<file path="config.mk">
export PLATFORM = sky130hd
export DESIGN_NAME = net1_tester_flat
export DESIGN_NICKNAME = d
export VERILOG_FILES = /design/src/rtl/net1_tester_if.sv /design/src/rtl/net1_tester.sv /design/src/flat_wrapper.sv
export SDC_FILE = /design/constraint.sdc
export NUM_CORES = 1
export LEC_CHECK = 0
export CAP_MARGIN = 20
export CORE_ASPECT_RATIO = 1.5
export CORE_MARGIN = 3
export CORE_UTILIZATION = 35
export CTS_CLUSTER_SIZE = 12
export DETAILED_ROUTE_END_ITERATION = 16
export DONT_BUFFER_PORTS = 1
export GPL_TIMING_DRIVEN = 0
export PLACE_DENSITY = 0.53
export SYNTH_ARGS = -nofsm -noshare
export SYNTH_HDL_FRONTEND = slang
export SYNTH_SLANG_ARGS = --single-unit
</file>
<file path="constraint.sdc">
create_clock -name clock -period 4.85 [get_ports clock]
set_input_delay 0.485 -clock clock [delete_from_list [all_inputs] [get_ports clock]]
set_output_delay 0.485 -clock clock [all_outputs]
set_load 0.05 [all_outputs]
</file>
<file path="src/rtl/net1_tester_if.sv">
// Stimulus/response and control/status bundle between net1_tester, the net1
// block under test and whatever issues start and reads the verdict.
interface net1_tester_if;
    logic       start;
    logic       busy;
    logic       done;
    logic       pass;
    logic [4:0] error_count;
    logic [3:0] first_fail;
    logic       a;
    logic       b;
    logic       c;
    logic       d;
    logic       x;
    logic       y;
    logic       z;

    modport slave (
        input  start, x, y, z,
        output busy, done, pass, error_count, first_fail, a, b, c, d
    );

    modport master (
        output start, x, y, z,
        input  busy, done, pass, error_count, first_fail, a, b, c, d
    );
endinterface

</file>
<file path="src/rtl/net1_tester.sv">
// Self-test sequencer for net1 (x = a^b, y = d, z = cd + b'd'): sweeps all 16
// vectors, compares each response with a golden value and reports the verdict.
//
// state  | meaning
// IDLE   | waiting for start; last sweep result held
// SETTLE | current vector held on a..d while net1 settles
// SAMPLE | x/y/z compared with golden at the closing edge
// DONE   | one-cycle done pulse; pass valid
module net1_tester #(
    parameter int unsigned SETTLE_CYCLES = 1
) (
    input  logic          clock,
    input  logic          reset_n,
    net1_tester_if.slave  bus
);
    typedef enum logic [1:0] {IDLE, SETTLE, SAMPLE, DONE} state_t;

    localparam logic [3:0] CNT_LOAD = 4'(SETTLE_CYCLES - 1);

    state_t     state_q, state_d;
    logic [3:0] vec_q, vec_d;
    logic [3:0] cnt_q, cnt_d;
    logic [3:0] ff_q, ff_d;
    logic [4:0] err_q, err_d;
    logic       pass_q, pass_d;
    logic       ex, ey, ez, mismatch;

    always_comb begin
        ex       = vec_q[3] ^ vec_q[2];
        ey       = vec_q[0];
        ez       = (vec_q[1] & vec_q[0]) | (~vec_q[2] & ~vec_q[0]);
        mismatch = (bus.x != ex) || (bus.y != ey) || (bus.z != ez);
    end

    always_ff @(posedge clock) begin
        if (!reset_n) begin
            state_q <= IDLE;
            vec_q   <= 4'd0;
            cnt_q   <= 4'd0;
            ff_q    <= 4'd0;
            err_q   <= 5'd0;
            pass_q  <= 1'b0;
        end else begin
            state_q <= state_d;
            vec_q   <= vec_d;
            cnt_q   <= cnt_d;
            ff_q    <= ff_d;
            err_q   <= err_d;
            pass_q  <= pass_d;
        end
    end

    always_comb begin
        state_d = state_q;
        vec_d   = vec_q;
        cnt_d   = cnt_q;
        ff_d    = ff_q;
        err_d   = err_q;
        pass_d  = pass_q;
        case (state_q)
            IDLE: begin
                if (bus.start) begin
                    vec_d   = 4'd0;
                    err_d   = 5'd0;
                    ff_d    = 4'd0;
                    pass_d  = 1'b0;
                    cnt_d   = CNT_LOAD;
                    state_d = SETTLE;
                end
            end
            SETTLE: begin
                if (cnt_q == 4'd0) begin
                    state_d = SAMPLE;
                end else begin
                    cnt_d = cnt_q - 4'd1;
                end
            end
            SAMPLE: begin
                if (mismatch) begin
                    err_d = err_q + 5'd1;
                    // err_q is cleared at acceptance, so zero marks the first miss
                    if (err_q == 5'd0) begin
                        ff_d = vec_q;
                    end
                end
                if (vec_q != 4'd15) begin
                    vec_d   = vec_q + 4'd1;
                    cnt_d   = CNT_LOAD;
                    state_d = SETTLE;
                end else begin
                    vec_d   = 4'd0;
                    pass_d  = (err_d == 5'd0);
                    state_d = DONE;
                end
            end
            DONE: begin
                state_d = IDLE;
            end
            default: begin
                state_d = IDLE;
            end
        endcase
    end

    assign bus.a           = vec_q[3];
    assign bus.b           = vec_q[2];
    assign bus.c           = vec_q[1];
    assign bus.d           = vec_q[0];
    assign bus.busy        = (state_q == SETTLE) || (state_q == SAMPLE);
    assign bus.done        = (state_q == DONE);
    assign bus.pass        = pass_q;
    assign bus.error_count = err_q;
    assign bus.first_fail  = ff_q;
endmodule

</file>
<file path="src/flat_wrapper.sv">
// flat-port wrapper written by rule: the top's interface ports become plain ports
module net1_tester_flat 
#(
    parameter int unsigned SETTLE_CYCLES = 1
)
  (clock, reset_n, bus_start, bus_x, bus_y, bus_z, bus_busy, bus_done, bus_pass, bus_error_count, bus_first_fail, bus_a, bus_b, bus_c, bus_d);
  net1_tester_if bus_i ();
  input  logic clock;
  input  logic reset_n;
  input wire logic [$bits(bus_i.start)-1:0] bus_start;
  input wire logic [$bits(bus_i.x)-1:0] bus_x;
  input wire logic [$bits(bus_i.y)-1:0] bus_y;
  input wire logic [$bits(bus_i.z)-1:0] bus_z;
  output wire logic [$bits(bus_i.busy)-1:0] bus_busy;
  output wire logic [$bits(bus_i.done)-1:0] bus_done;
  output wire logic [$bits(bus_i.pass)-1:0] bus_pass;
  output wire logic [$bits(bus_i.error_count)-1:0] bus_error_count;
  output wire logic [$bits(bus_i.first_fail)-1:0] bus_first_fail;
  output wire logic [$bits(bus_i.a)-1:0] bus_a;
  output wire logic [$bits(bus_i.b)-1:0] bus_b;
  output wire logic [$bits(bus_i.c)-1:0] bus_c;
  output wire logic [$bits(bus_i.d)-1:0] bus_d;
  assign bus_i.start = bus_start;
  assign bus_i.x = bus_x;
  assign bus_i.y = bus_y;
  assign bus_i.z = bus_z;
  assign bus_busy = bus_i.busy;
  assign bus_done = bus_i.done;
  assign bus_pass = bus_i.pass;
  assign bus_error_count = bus_i.error_count;
  assign bus_first_fail = bus_i.first_fail;
  assign bus_a = bus_i.a;
  assign bus_b = bus_i.b;
  assign bus_c = bus_i.c;
  assign bus_d = bus_i.d;
  net1_tester #(.SETTLE_CYCLES(SETTLE_CYCLES)) u_core (.clock(clock), .reset_n(reset_n), .bus(bus_i));
endmodule
</file>
### Word-level counts from Yosys, hierarchy flattened

Index checks and enable logic that the tools add are counted.

* bitwise operators: 6
* mux-type cells: 20
* reduce and logical (&&, ||, !) cells: 14
* add/subtract/negate cells: 3
* equality and inequality tests: 14

Operators with widths (count)
* $mux 4: 6
* $pmux 4 s2: 2
* $mux 5: 3
* $pmux 4 s3: 1
* $logic_not 5->1: 2
* $pmux 5 s2: 1
* $ne 2x1->1 const B: 4
* $pmux 2 s4: 1
* $reduce_and 4->1: 2
* $mux 2: 3
* $ne 2x2->1 const B: 3
* $add 5x1->5 const B: 1
* $add 4x1->4 const B: 1
* $eq 2x2->1 const B: 2
* $logic_not 4->1: 1
* $ne 4x4->1 const B: 1
* $reduce_and 2->1: 2
* $sub 4x1->4 const B: 1
* $logic_or 1x1->1: 3
* $ne 1x1->1: 3
* $reduce_and 3->1: 1
* $reduce_bool 3->1: 1
* $and 1x1->1: 2
* $eq 2x1->1 const B: 1
* 7 further kinds: 9

* output and inout port bits: 16
* logic and storage cells: 63
* input bits: 6
* register bits after elaboration: 20

### Longest topological paths before layout

* word-level depth: 10
* depth in mapped cells: 9
* mapped depth without buffers: 8

### Least setup slack after synthesis

Ideal clock, no wire load.

* path type: flip-flop to flip-flop
* from: register u_core.vec_q[2]
* to: register u_core.pass_q, in the netlist u_core.bus.pass
* data arrival time: 2203 ps
* required time: 4766 ps
* setup slack: 2562 ps
* period minus slack after synthesis: 2288 ps
* setup time: 84 ps
* stages on the path, launching flop included: 9
* buffers on the path: 1
* path through: dfxtp_1 > ha_1 > xnor2_1 > nand2_1 > or3_1 > buf_2 > nor4_4 > o21ai_1 > o31ai_2

* longest elaborated chain between the ends: 10
* elaborated cells on any way between the ends: 16
* classes of those cells: eq/ne (4); mux (4); bitwise (4); reduce/logical (4)

Ends and longest elaborated chain
* start, declared: RTL line net1_tester.sv:21 `logic [3:0] vec_q, vec_d;`
* start signal, assigned: RTL line net1_tester.sv:45 `vec_q <= vec_d;`
* $not 1->1: RTL line net1_tester.sv:31 `ez = (vec_q[1] & vec_q[0]) | (~vec_q[2] & ~vec_q[0]);`
* $and 1x1->1: RTL line net1_tester.sv:31
* $or 1x1->1: RTL line net1_tester.sv:31
* $ne 1x1->1: RTL line net1_tester.sv:32 `mismatch = (bus.x != ex) || (bus.y != ey) || (bus.z != ez);`
* $logic_or 1x1->1: RTL line net1_tester.sv:32
* $mux 5: RTL line net1_tester.sv:79 `if (mismatch) begin`
* $mux 5: RTL line net1_tester.sv:60 `case (state_q)`
* $logic_not 5->1: RTL line net1_tester.sv:92 `pass_d = (err_d == 5'd0);`
* $mux 1: RTL line net1_tester.sv:86 `if (vec_q != 4'd15) begin`
* $pmux 1 s2: RTL line net1_tester.sv:60
* end signal, assigned: RTL line net1_tester.sv:49 `pass_q <= pass_d;`
* end, declared: RTL line net1_tester.sv:25 `logic pass_q, pass_d;`

Parallel ways exist; a longest one is shown, timed or not. The select of a mux whose other input is x is not followed.
A chain may end at the register's enable or synchronous reset.

### Worst setup path after layout

* from: register u_core.vec_q[2]
* to: register u_core.ff_q[1], in the netlist u_core.bus.first_fail[1]

* longest elaborated chain between the ends: 7
* elaborated cells on any way between the ends: 10
* classes of those cells: eq/ne (3); bitwise (4); reduce/logical (3)

Ends and longest elaborated chain
* $not 1->1: RTL line net1_tester.sv:31
* $and 1x1->1: RTL line net1_tester.sv:31
* $or 1x1->1: RTL line net1_tester.sv:31
* $ne 1x1->1: RTL line net1_tester.sv:32
* $logic_or 1x1->1 (*): RTL line net1_tester.sv:32
* $ne 2x1->1 (no line) (*)
* $reduce_and 4->1 (no line) (*)
* end signal, assigned: RTL line net1_tester.sv:40 `ff_q <= 4'd0;`
* end signal, assigned: RTL line net1_tester.sv:47 `ff_q <= ff_d;`
* end, declared: RTL line net1_tester.sv:23 `logic [3:0] ff_q, ff_d;`

Every way passes the cells marked *; elsewhere a longest branch is shown, timed or not.

==> out/results.ini <==
[clock_tree]
clk_path_buf_depth = 2
post_cts_resized = 0
cts_made_buffers = 3
holdBufCountCts = 0
cts_root_buffer = clkbuf_8
clkSlewWorstSetupHoldPaths_ns = 0.08
cts_htree_levels = 1
postCtsSetupBuffers = 0
cts_sinks = 20
insertion_delay_ns = 0.26
cts_tree = built

[logic_synthesis]
netlist_area_um2 = 1220
syn_nets = 157
avgSynthCellArea_um2 = 8.62
postSynthCellCount = 142
synth-edff-count = 0
yosys-top-cells-count = dfxtp_1 (20), nand2_1 (10), nor2b_1 (10)
ys_seq_area_frac = 0.327
synth_top_area_frac = 0.327
synth_seq_cells = 20
ys_top_cells_by_area = dfxtp_1 (33%), ha_1 (9.2%), nor2b_1 (5.1%), xnor2_1 (4.3%), nand3_1 (3.3%)
ys_types = 40
yosysTopAreaCell = dfxtp_1
synth-main-ff-cell = dfxtp_1
ys.warnings.count = 0
yosysMostFrequentCell = dfxtp_1
ys_async_sr_fraction = 0

[floorplan]
rows = 25
die_y_um = 78.4
pin_count = 22
core_area_um2 = 3250
die_w_um = 54.3
dieArea_um2 = 4260
start_util = 0.376

[cells_and_area]
layout.nets = 162
final_core_util = 0.413
layout-drive-gt1-share = 0.0959
instances_no_fill = 186
area_growth_pct = 9.92
diodes = 0
nFillCells = 334

[worst_setup_path]
cp_max_fo = 6
critPathRequiredTime_ns = 5.05
start_kind = flip-flop
arrival_ns = 2.69
r2r_start = u_core.vec_q[2]$_SDFFE_PN0P_
critPathLaunch = u_core.vec_q[2]$_SDFFE_PN0P_
end_kind = flip-flop
crit_type = flip-flop to flip-flop

[route]
drt-pass1-iter-count = 4
dr_total_vias = 995
wl_mm = 2.81
ant_nets = 0
drt_iter0_markers = 21
routed_via_density = 5.35
routed.top_layer = met4
dr_wl_met2_mm = 1.48
routed-wl-met3_um = 173
wire_per_inst_um = 15.1
drcViolationCount = 0
met1_length_mm = 1.10

[pwr]
finalPower_mw = 0.404
p_leak_nw = 0.497
irDropWorstVdd_mv = 0.138
power.density_nw_per_um2 = 301

[timing]
setup_viol = 0
hold_violations = 0
fin_crit_ns = 2.50
slew_violations = 0
worst_slew_pin_slew_ns = 0.759
fin_skew_ns = 0.00406
rsz0062_at_grt = false
finalHoldWorstSlack_ns = 0.361
timing.fmax_ghz = 0.400
relSlewSlack = 0.493
tns_ns = 0
min_period_over_period = 0.515

[placement]
port_buffers = 0
place_hpwl_mm = 2.19
gp_congestion = 0.809
placed_cells = 182

[grt]
grt_start_max_net_pins = 13
groute.usage.overall = 0.146
grt_pass1_wl_mm = 4.61
grt_overflow = 0
grt_pass1_vias = 994
antenna_found_initial = 0

[status]
outcome = finished, final reports clean

[min_path]
min_path_type = input port to flip-flop
hold_start = reset_n

[run]
drv_cap = 0

worst max-delay path: stages, from the launching register on:
cell,delay (ns)
dfxtp_1,0.76
ha_1,0.36
xnor2_1,0.15
nand2_1,0.12
or3_1,0.37
buf_2,0.17
nand2_1,0.10
a21o_2,0.19
mux2i_1,0.19
where the power goes:
part	internal, mW	total, mW	switching (mW)
Sequential	0.167	0.177	0.00975
Clock	0.110	0.169	0.0590
Combinational	0.0220	0.0583	0.0363
stage by stage:
stage          worst slack [ns]  area, um2
3_3_place_gp               2.39       1270
6_report                   2.35       1350
2_1_floorplan              2.56       1220
3_5_place_dp               2.37       1270
4_1_cts                    2.34       1350
5_1_grt                    2.20       1350
per-layer routing:
metal | vias up | global-route usage
met5 | - | 0
met3 | 5 | 0.0455
met2 | 19 | 0.251
met1 | 470 | 0.154
li1 | 501 | -
met4 | 0 | 0.0673
cell families after synthesis:
group / after synthesis / share of synthesized area
flops: 20 / 0.327
mux: 3 / 0.0245
buf+inv: 13 / 0.0409
simple gates: 59 / 0.289
xor+xnor: 8 / 0.0573
fa+ha+maj: 9 / 0.0920
compound gates: 30 / 0.169
flip-flops by register name, summed over array words and instances (netlist names):
name,flops
u_core.cnt_q,4
u_core.bus.pass,1
u_core.bus.error_count,5
u_core.bus.first_fail,4
u_core.state_q,2
u_core.vec_q,4
path summary, 6_finish.rpt:
kind	to	slack [ns]	cells after the start
worst max-delay path	u_core.bus.first_fail[1]$_SDFFE_PN0P_	2.35	8
worst min-delay path	u_core.bus.first_fail[2]$_SDFFE_PN0P_	0.36	1
worst max register to register	u_core.bus.first_fail[1]$_SDFFE_PN0P_	2.35	8
worst min register to register	u_core.cnt_q[1]$_SDFFE_PN0P_	0.54	2
cell type report:
type | count | area (um2) | area share
Tap cell | 40 | 50.0 | 0.0372
Sequential cell | 20 | 400 | 0.298
Clock buffer | 3 | 41.3 | 0.0307
Clock inverter | 1 | 30.0 | 0.0223
Multi-Input combinational cell | 109 | 773 | 0.575
Buffer | 5 | 20.0 | 0.0149
Inverter | 8 | 30.0 | 0.0223
cells in the final DEF, fill, tap and decap left out, drive strengths merged, types with 3 or more instances in the layout:
master and instances:
o21a 4, ha 9, a21o 3, nor2 6, a22oi 5, inv 8, o21ai 9, nand2 10
clkbuf 7, a21oi 3, nor3 4, nand3 8, dfxtp 20, xnor2 6, mux2i 3, and2 6
o31ai 3, nor2b 11
Power figures use the tool's default switching activity.
